File: config.mk
export PLATFORM = sky130hd
export DESIGN_NAME = frame_capture_buffer
export DESIGN_NICKNAME = d
export VERILOG_FILES = /design/src/rtl/fcb_pkg.sv /design/src/rtl/fcb_bank.sv /design/src/rtl/frame_capture_buffer.sv
export SDC_FILE = /design/constraint.sdc
export NUM_CORES = 1
export LEC_CHECK = 0
export CORE_MARGIN = 10
export CORE_UTILIZATION = 56
export DETAILED_ROUTE_END_ITERATION = 12
export PLACE_DENSITY = 0.91
export RECOVER_POWER = 25
export SYNTH_ARGS = -nofsm -noshare
export SYNTH_HDL_FRONTEND = slang
export SYNTH_SLANG_ARGS = --single-unit
File: constraint.sdc
create_clock -name clk -period 3.15 [get_ports clk]
set_input_delay 0.63 -clock clk [delete_from_list [all_inputs] [get_ports clk]]
set_output_delay 0.63 -clock clk [all_outputs]
set_load 0.005 [all_outputs]
File: src/rtl/fcb_pkg.sv
`default_nettype none
// +----------------------------------------------------------------------+
// | fcb_pkg: shared widths and writer state type for frame_capture_buffer |
// | Revision: 1.0                                                        |
// +----------------------------------------------------------------------+
package fcb_pkg;

  localparam int c_def_row_w    = 16;
  localparam int c_def_num_rows = 16;
  localparam int c_row_idx_w    = $clog2(c_def_num_rows);
  localparam int c_frame_w      = c_def_row_w * c_def_num_rows;

  typedef enum logic [1:0] {
    IDLE  = 2'd0,
    FILL  = 2'd1,
    ABORT = 2'd2
  } wr_state_t;

  // Index width that stays legal even for degenerate row counts.
  function automatic int idx_width(input int n);
    return (n > 1) ? $clog2(n) : 1;
  endfunction

endpackage
`default_nettype wire

File: src/rtl/fcb_bank.sv
`default_nettype none
// +----------------------------------------------------------------------+
// | fcb_bank: one frame of row storage, row write port, full-frame read   |
// | Revision: 1.0                                                        |
// +----------------------------------------------------------------------+
module fcb_bank #(
  parameter int ROW_W    = 16,
  parameter int NUM_ROWS = 16,
  parameter int IDX_W    = 4
) (
  input  logic                      clk,
  input  logic                      rst,
  input  logic                      we,
  input  logic [IDX_W-1:0]          row_idx,
  input  logic [ROW_W-1:0]          row_data,
  output logic [ROW_W*NUM_ROWS-1:0] frame
);

  localparam int c_frame_w = ROW_W * NUM_ROWS;

  logic [ROW_W-1:0] r_mem [NUM_ROWS];

  always_ff @(posedge clk or negedge rst) begin
    if (!rst) begin
      for (int i = 0; i < NUM_ROWS; i++) begin
        r_mem[i] <= '0;
      end
    end else if (we) begin
      r_mem[row_idx] <= row_data;
    end
  end

  // Row 0 is the first row received and sits in the most significant slot.
  generate
    for (genvar i = 0; i < NUM_ROWS; i++) begin : g_row
      assign frame[c_frame_w-1-i*ROW_W -: ROW_W] = r_mem[i];
    end
  endgenerate

endmodule
`default_nettype wire

File: src/rtl/frame_capture_buffer.sv
`default_nettype none
// +----------------------------------------------------------------------+
// | frame_capture_buffer: double-buffered row capture with valid/ready    |
// | output, gap-timeout abort and saturating drop counter                |
// | Revision: 1.0                                                        |
// +----------------------------------------------------------------------+
module frame_capture_buffer
  import fcb_pkg::*;
#(
  parameter int ROW_W    = c_def_row_w,
  parameter int NUM_ROWS = c_def_num_rows,
  parameter int GAP_MAX  = 4,
  parameter int CNT_W    = 8
) (
  input  logic                                clk,
  input  logic                                rst,
  input  logic [ROW_W-1:0]                    data_in,
  input  logic                                data_read,
  output logic                                in_ready,
  output logic [idx_width(NUM_ROWS)-1:0]      row_idx,
  output logic [ROW_W*NUM_ROWS-1:0]           frame_data,
  output logic                                frame_valid,
  input  logic                                frame_ready,
  output logic                                frame_err,
  output logic [CNT_W-1:0]                    drop_cnt
);

  localparam int                   c_idx_w    = idx_width(NUM_ROWS);
  localparam int                   c_fw       = ROW_W * NUM_ROWS;
  localparam int                   c_gap_w    = $clog2(GAP_MAX + 2);
  localparam logic [c_idx_w-1:0]   c_last_row = c_idx_w'(NUM_ROWS - 1);
  localparam logic [c_gap_w-1:0]   c_gap_lim  = c_gap_w'(GAP_MAX);
  localparam logic [CNT_W-1:0]     c_cnt_max  = '1;

  wr_state_t            r_state;
  logic [1:0]           r_full;
  logic                 r_wr_sel;
  logic                 r_rd_sel;
  logic [c_idx_w-1:0]   r_row_idx;
  logic [c_gap_w-1:0]   r_gap;
  logic                 r_frame_err;
  logic [CNT_W-1:0]     r_drop_cnt;

  logic                 w_in_ready;
  logic                 w_capture;
  logic                 w_drop;
  logic                 w_last;
  logic                 w_pop;
  logic                 w_gap_tick;
  logic                 w_timeout;
  logic [1:0]           w_set;
  logic [1:0]           w_clr;
  logic [c_fw-1:0]      w_bank_data [2];

  assign w_in_ready = !r_full[r_wr_sel];
  // Rows arriving in the abort cycle are discarded outright, not counted.
  assign w_capture  = data_read && w_in_ready && (r_state != ABORT);
  assign w_drop     = data_read && !w_in_ready && (r_state != ABORT);
  assign w_last     = w_capture && (r_row_idx == c_last_row);
  assign w_pop      = r_full[r_rd_sel] && frame_ready;
  assign w_gap_tick = (r_state == FILL) && !data_read && w_in_ready;
  assign w_timeout  = w_gap_tick && (GAP_MAX > 0) && (r_gap == c_gap_lim - 1'b1);
  assign w_set      = w_last ? (2'b01 << r_wr_sel) : 2'b00;
  assign w_clr      = w_pop  ? (2'b01 << r_rd_sel) : 2'b00;

  always_ff @(posedge clk or negedge rst) begin
    if (!rst) begin
      r_state     <= IDLE;
      r_full      <= 2'b00;
      r_wr_sel    <= 1'b0;
      r_rd_sel    <= 1'b0;
      r_row_idx   <= '0;
      r_gap       <= '0;
      r_frame_err <= 1'b0;
      r_drop_cnt  <= '0;
    end else begin
      r_frame_err <= 1'b0;
      r_full      <= (r_full | w_set) & ~w_clr;
      if (w_pop) begin
        r_rd_sel <= ~r_rd_sel;
      end
      if (w_drop && (r_drop_cnt != c_cnt_max)) begin
        r_drop_cnt <= r_drop_cnt + 1'b1;
      end
      case (r_state)
        IDLE: begin
          if (w_capture) begin
            r_row_idx <= r_row_idx + 1'b1;
            r_gap     <= '0;
            r_state   <= FILL;
          end
        end
        FILL: begin
          if (w_capture) begin
            r_gap <= '0;
            if (w_last) begin
              r_row_idx <= '0;
              r_wr_sel  <= ~r_wr_sel;
              r_state   <= IDLE;
            end else begin
              r_row_idx <= r_row_idx + 1'b1;
            end
          end else if (w_timeout) begin
            r_state     <= ABORT;
            r_frame_err <= 1'b1;
            r_row_idx   <= '0;
            r_gap       <= '0;
          end else if (w_gap_tick && (GAP_MAX > 0)) begin
            r_gap <= r_gap + 1'b1;
          end
        end
        ABORT: begin
          r_state   <= IDLE;
          r_row_idx <= '0;
          r_gap     <= '0;
        end
        default: r_state <= IDLE;
      endcase
    end
  end

  generate
    for (genvar b = 0; b < 2; b++) begin : g_bank
      fcb_bank #(
        .ROW_W    (ROW_W),
        .NUM_ROWS (NUM_ROWS),
        .IDX_W    (c_idx_w)
      ) u_bank (
        .clk      (clk),
        .rst      (rst),
        .we       (w_capture && (r_wr_sel == 1'(b))),
        .row_idx  (r_row_idx),
        .row_data (data_in),
        .frame    (w_bank_data[b])
      );
    end
  endgenerate

  assign in_ready    = w_in_ready;
  assign row_idx     = r_row_idx;
  assign frame_valid = r_full[r_rd_sel];
  assign frame_data  = r_rd_sel ? w_bank_data[1] : w_bank_data[0];
  assign frame_err   = r_frame_err;
  assign drop_cnt    = r_drop_cnt;

endmodule
`default_nettype wire

==> results.sh <==
export IMPL_period_minus_slack_ns=3.09
export IMPL_antenna_found_initial=0
export IMPL_ys_seq_elements=534
export IMPL_r2r_slack_ns=0.49
export IMPL_ant_nets=0
export IMPL_layout_common_cells="mux2_2, dfrtp_1, clkdlybuf4s50_1, clkbuf_16, buf_4"
export IMPL_cts_sinks=534
export IMPL_hp_class="reg2reg"
export IMPL_fillers=2674
export IMPL_timing_worst_setup_path_type="reg2out"
export IMPL_fp_row_count=75
export IMPL_clkTransAtPathRegs_ns=0.06
export IMPL_period_share_pct=98.1
export IMPL_worstPathArrival_ns=2.46
export IMPL_insertedDiodeCount=0
export IMPL_critPathMaxStageDelay_ns=0.53
export IMPL_cellPowerDensity_nw_per_um2=676
export IMPL_layout_commonest_cell="mux2_2"
export IMPL_firstDrtPassIters=5
export IMPL_syn_nets=1594
export IMPL_routed_wl_um=59900
export IMPL_r2r_start="r_state[0]"
export IMPL_finalNonFillerCells=2429
export IMPL_peakVddDrop_mv=0.494
export IMPL_die_w_um=225
export IMPL_finalInstanceArea_um2=28900
export IMPL_yosysWarnings=0
export IMPL_drive_above_1_share_pct=50.0
export IMPL_cellLeakagePower_uw=0.0141
export IMPL_start_util_pct=56.3
export IMPL_cpMaxStageDelayCell="dfrtp_4"
export IMPL_synthArstFlopShare_pct=100
export IMPL_outcome="complete, but fails checks"
export IMPL_placedInstanceArea_um2=27100
export IMPL_ios=291
export IMPL_yosysSeqAreaShare_pct=56.8
export IMPL_vias=14106
export IMPL_synth_cell_area_um2=23500
export IMPL_worstReg2RegEnd="g_bank[0].u_bank.frame[255]"
export IMPL_cts_tree="done"
export IMPL_cp_required_ns=2.52
export IMPL_drc=0
export IMPL_synth_largest_area_cell="dfrtp_1"
export IMPL_core_um2=41800
export IMPL_ff2ff_path_depth=6
export IMPL_yosys_cell_types_count=35
export IMPL_cts_root_buf="clkbuf_16"
export IMPL_dieHeight_um=225
export IMPL_synth_edf_count=0
export IMPL_worst_clock_skew_ns=0.0259
export IMPL_cts_made_buffers=53
export IMPL_syn_area_per_cell_um2=15.0
export IMPL_h_tree_depth=2
export IMPL_hold_depth=1
export IMPL_ys_flop_type="dfrtp_1"
export IMPL_setup_tns_final_ns=0
export IMPL_via_per_inst=5.81
export IMPL_grt_pass1_wl_um=93300
export IMPL_grt_pass1_vias=15666
export IMPL_worstMarginPinSlew_ns=1.98
export IMPL_synthCells=1563
export IMPL_maxSlewViolCount=71
export IMPL_holdBufCountCts=0
export IMPL_grt_overflow_total=0
export IMPL_hold_viol=0
export IMPL_cp_start_kind="flip-flop"
export IMPL_yosys_top_cells_area="dfrtp_1, mux2_2, clkbuf_1"
export IMPL_setup_viol=0
export IMPL_die_area_um2=50600
export IMPL_grt_max_degree=94
export IMPL_netlist_area_leader_share_pct=56.8
export IMPL_cp_cell_sequence="buf_16, mux2_2, clkdlybuf4s50_1"
export IMPL_drt_iter0_drc=918
export IMPL_grt_setup_unrepaired="no"
export IMPL_wl_per_cell_um=24.7
export IMPL_crit_fanout=79
export IMPL_fmax_mhz=324
export IMPL_syn_to_final_growth_pct=22.7
export IMPL_placed_cells=2330
export IMPL_min_from="drop_cnt[5]"
export IMPL_relSlewSlack_pct=-32.0
export IMPL_cts_buffer_depth=3
export IMPL_routabilityCongestion=0.853
export IMPL_clk_latency_ns=0.60
export IMPL_whs_endpoint="drop_cnt[5]"
export IMPL_violations="max-capacitance violations, max-slew violations"
export IMPL_cp_end_kind="output port"
export IMPL_dp_hpwl_um=39500
export IMPL_grt_usage_pct=23.8
export IMPL_maxCapViolations=1
export IMPL_final_nets=1880
export IMPL_io_buffers=290
==> timing repair <==
item | CTS | global route
setup endpoints to repair | 0 | 35
resized for setup | 0 | 2
setup buffers | 0 | 3
==> report_power, final <==
part	switching (uW)	internal [uW]
sequential	608	7940
clock	2660	3680
combinational	1860	2760
total	5120	14400
==> how the worst max path moves through the flow <==
stage / from / endpoint / slack [ns]
2_1_floorplan: r_state[0] / g_bank[0].u_bank.frame[10] / 0.93
3_3_place_gp: data_read / g_bank[0].u_bank.frame[204] / 0.22
3_5_place_dp: data_read / g_bank[0].u_bank.frame[255] / 0.13
4_1_cts: r_rd_sel / frame_data[27] / 0.01
5_1_grt: r_rd_sel / frame_data[247] / 0.02
6_report: r_rd_sel / frame_data[247] / 0.06
==> cells in the mapped netlist, types with 2 or more instances <==
library cell	number
nor2_1	11
a211oi_1	2
buf_6	14
dfrtp_1	534
mux2_2	774
xor2_1	5
nand2_2	15
o21ai_0	8
clkbuf_1	84
and3_1	4
nor3_4	4
buf_2	21
nand3_1	9
nor3_1	2
and2_1	5
a21oi_1	3
xnor2_1	3
nand2b_1	3
nand2_1	26
ha_1	11
inv_1	11
==> kinds of logic after synthesis <==
kind of cell	share of synthesized area [%]
muxes	37.1
xor gates and xnor gates	0.298
buffers and inverters	2.63
and+or+nand+nor	2.07
adders and majority gates	0.585
AOI/OAI and AO/OA	0.484
DFF	56.8
==> layout make-up <==
class	count	area, um2	area share, %
clock inverters	23	211	0.733
inverters	11	41.3	0.143
flip-flops and latches	534	13400	46.3
multi-input cells	899	9540	33.0
well taps	539	674	2.34
clock buffers	73	1550	5.38
repair buffers	350	3480	12.1
==> critical path, delay by kind of cell, from the launching register on <==
family                 cells  cell delay, ns
buffers and inverters      2            0.80
DFF                        1            0.53
muxes                      1            0.43
==> metal layers <==
metal / track usage (%) / vias to the layer above / part of all wire, %
met2: 39.7 / 383 / 49
met1: 30.2 / 7482 / 42
met3: 6.01 / 95 / 6.3
met5: 0 / - / 0
met4: 6.62 / 0 / 2.4
li1: - / 6146 / -
==> per-stage QoR <==
step                power [uW]  utilization (%)  hold WS (ns)  setup slack, ns
floorplan                10900                -         0.334            0.931
CTS                      19700             69.2        0.0310           0.0129
global route             20300             69.1         0.508           0.0169
finish                   19500             69.1         0.493           0.0597
global placement         13000             65.0         0.475            0.221
detailed placement       13200             65.0         0.487            0.126
==> flip-flops by register name, indices dropped and copies added (netlist names) <==
register,flops
r_rd_sel,1
row_idx,4
r_wr_sel,1
frame_err,1
r_full,2
r_gap,3
g_bank.u_bank.frame,512
drop_cnt,8
r_state,2
Power figures use the tool's default switching activity.
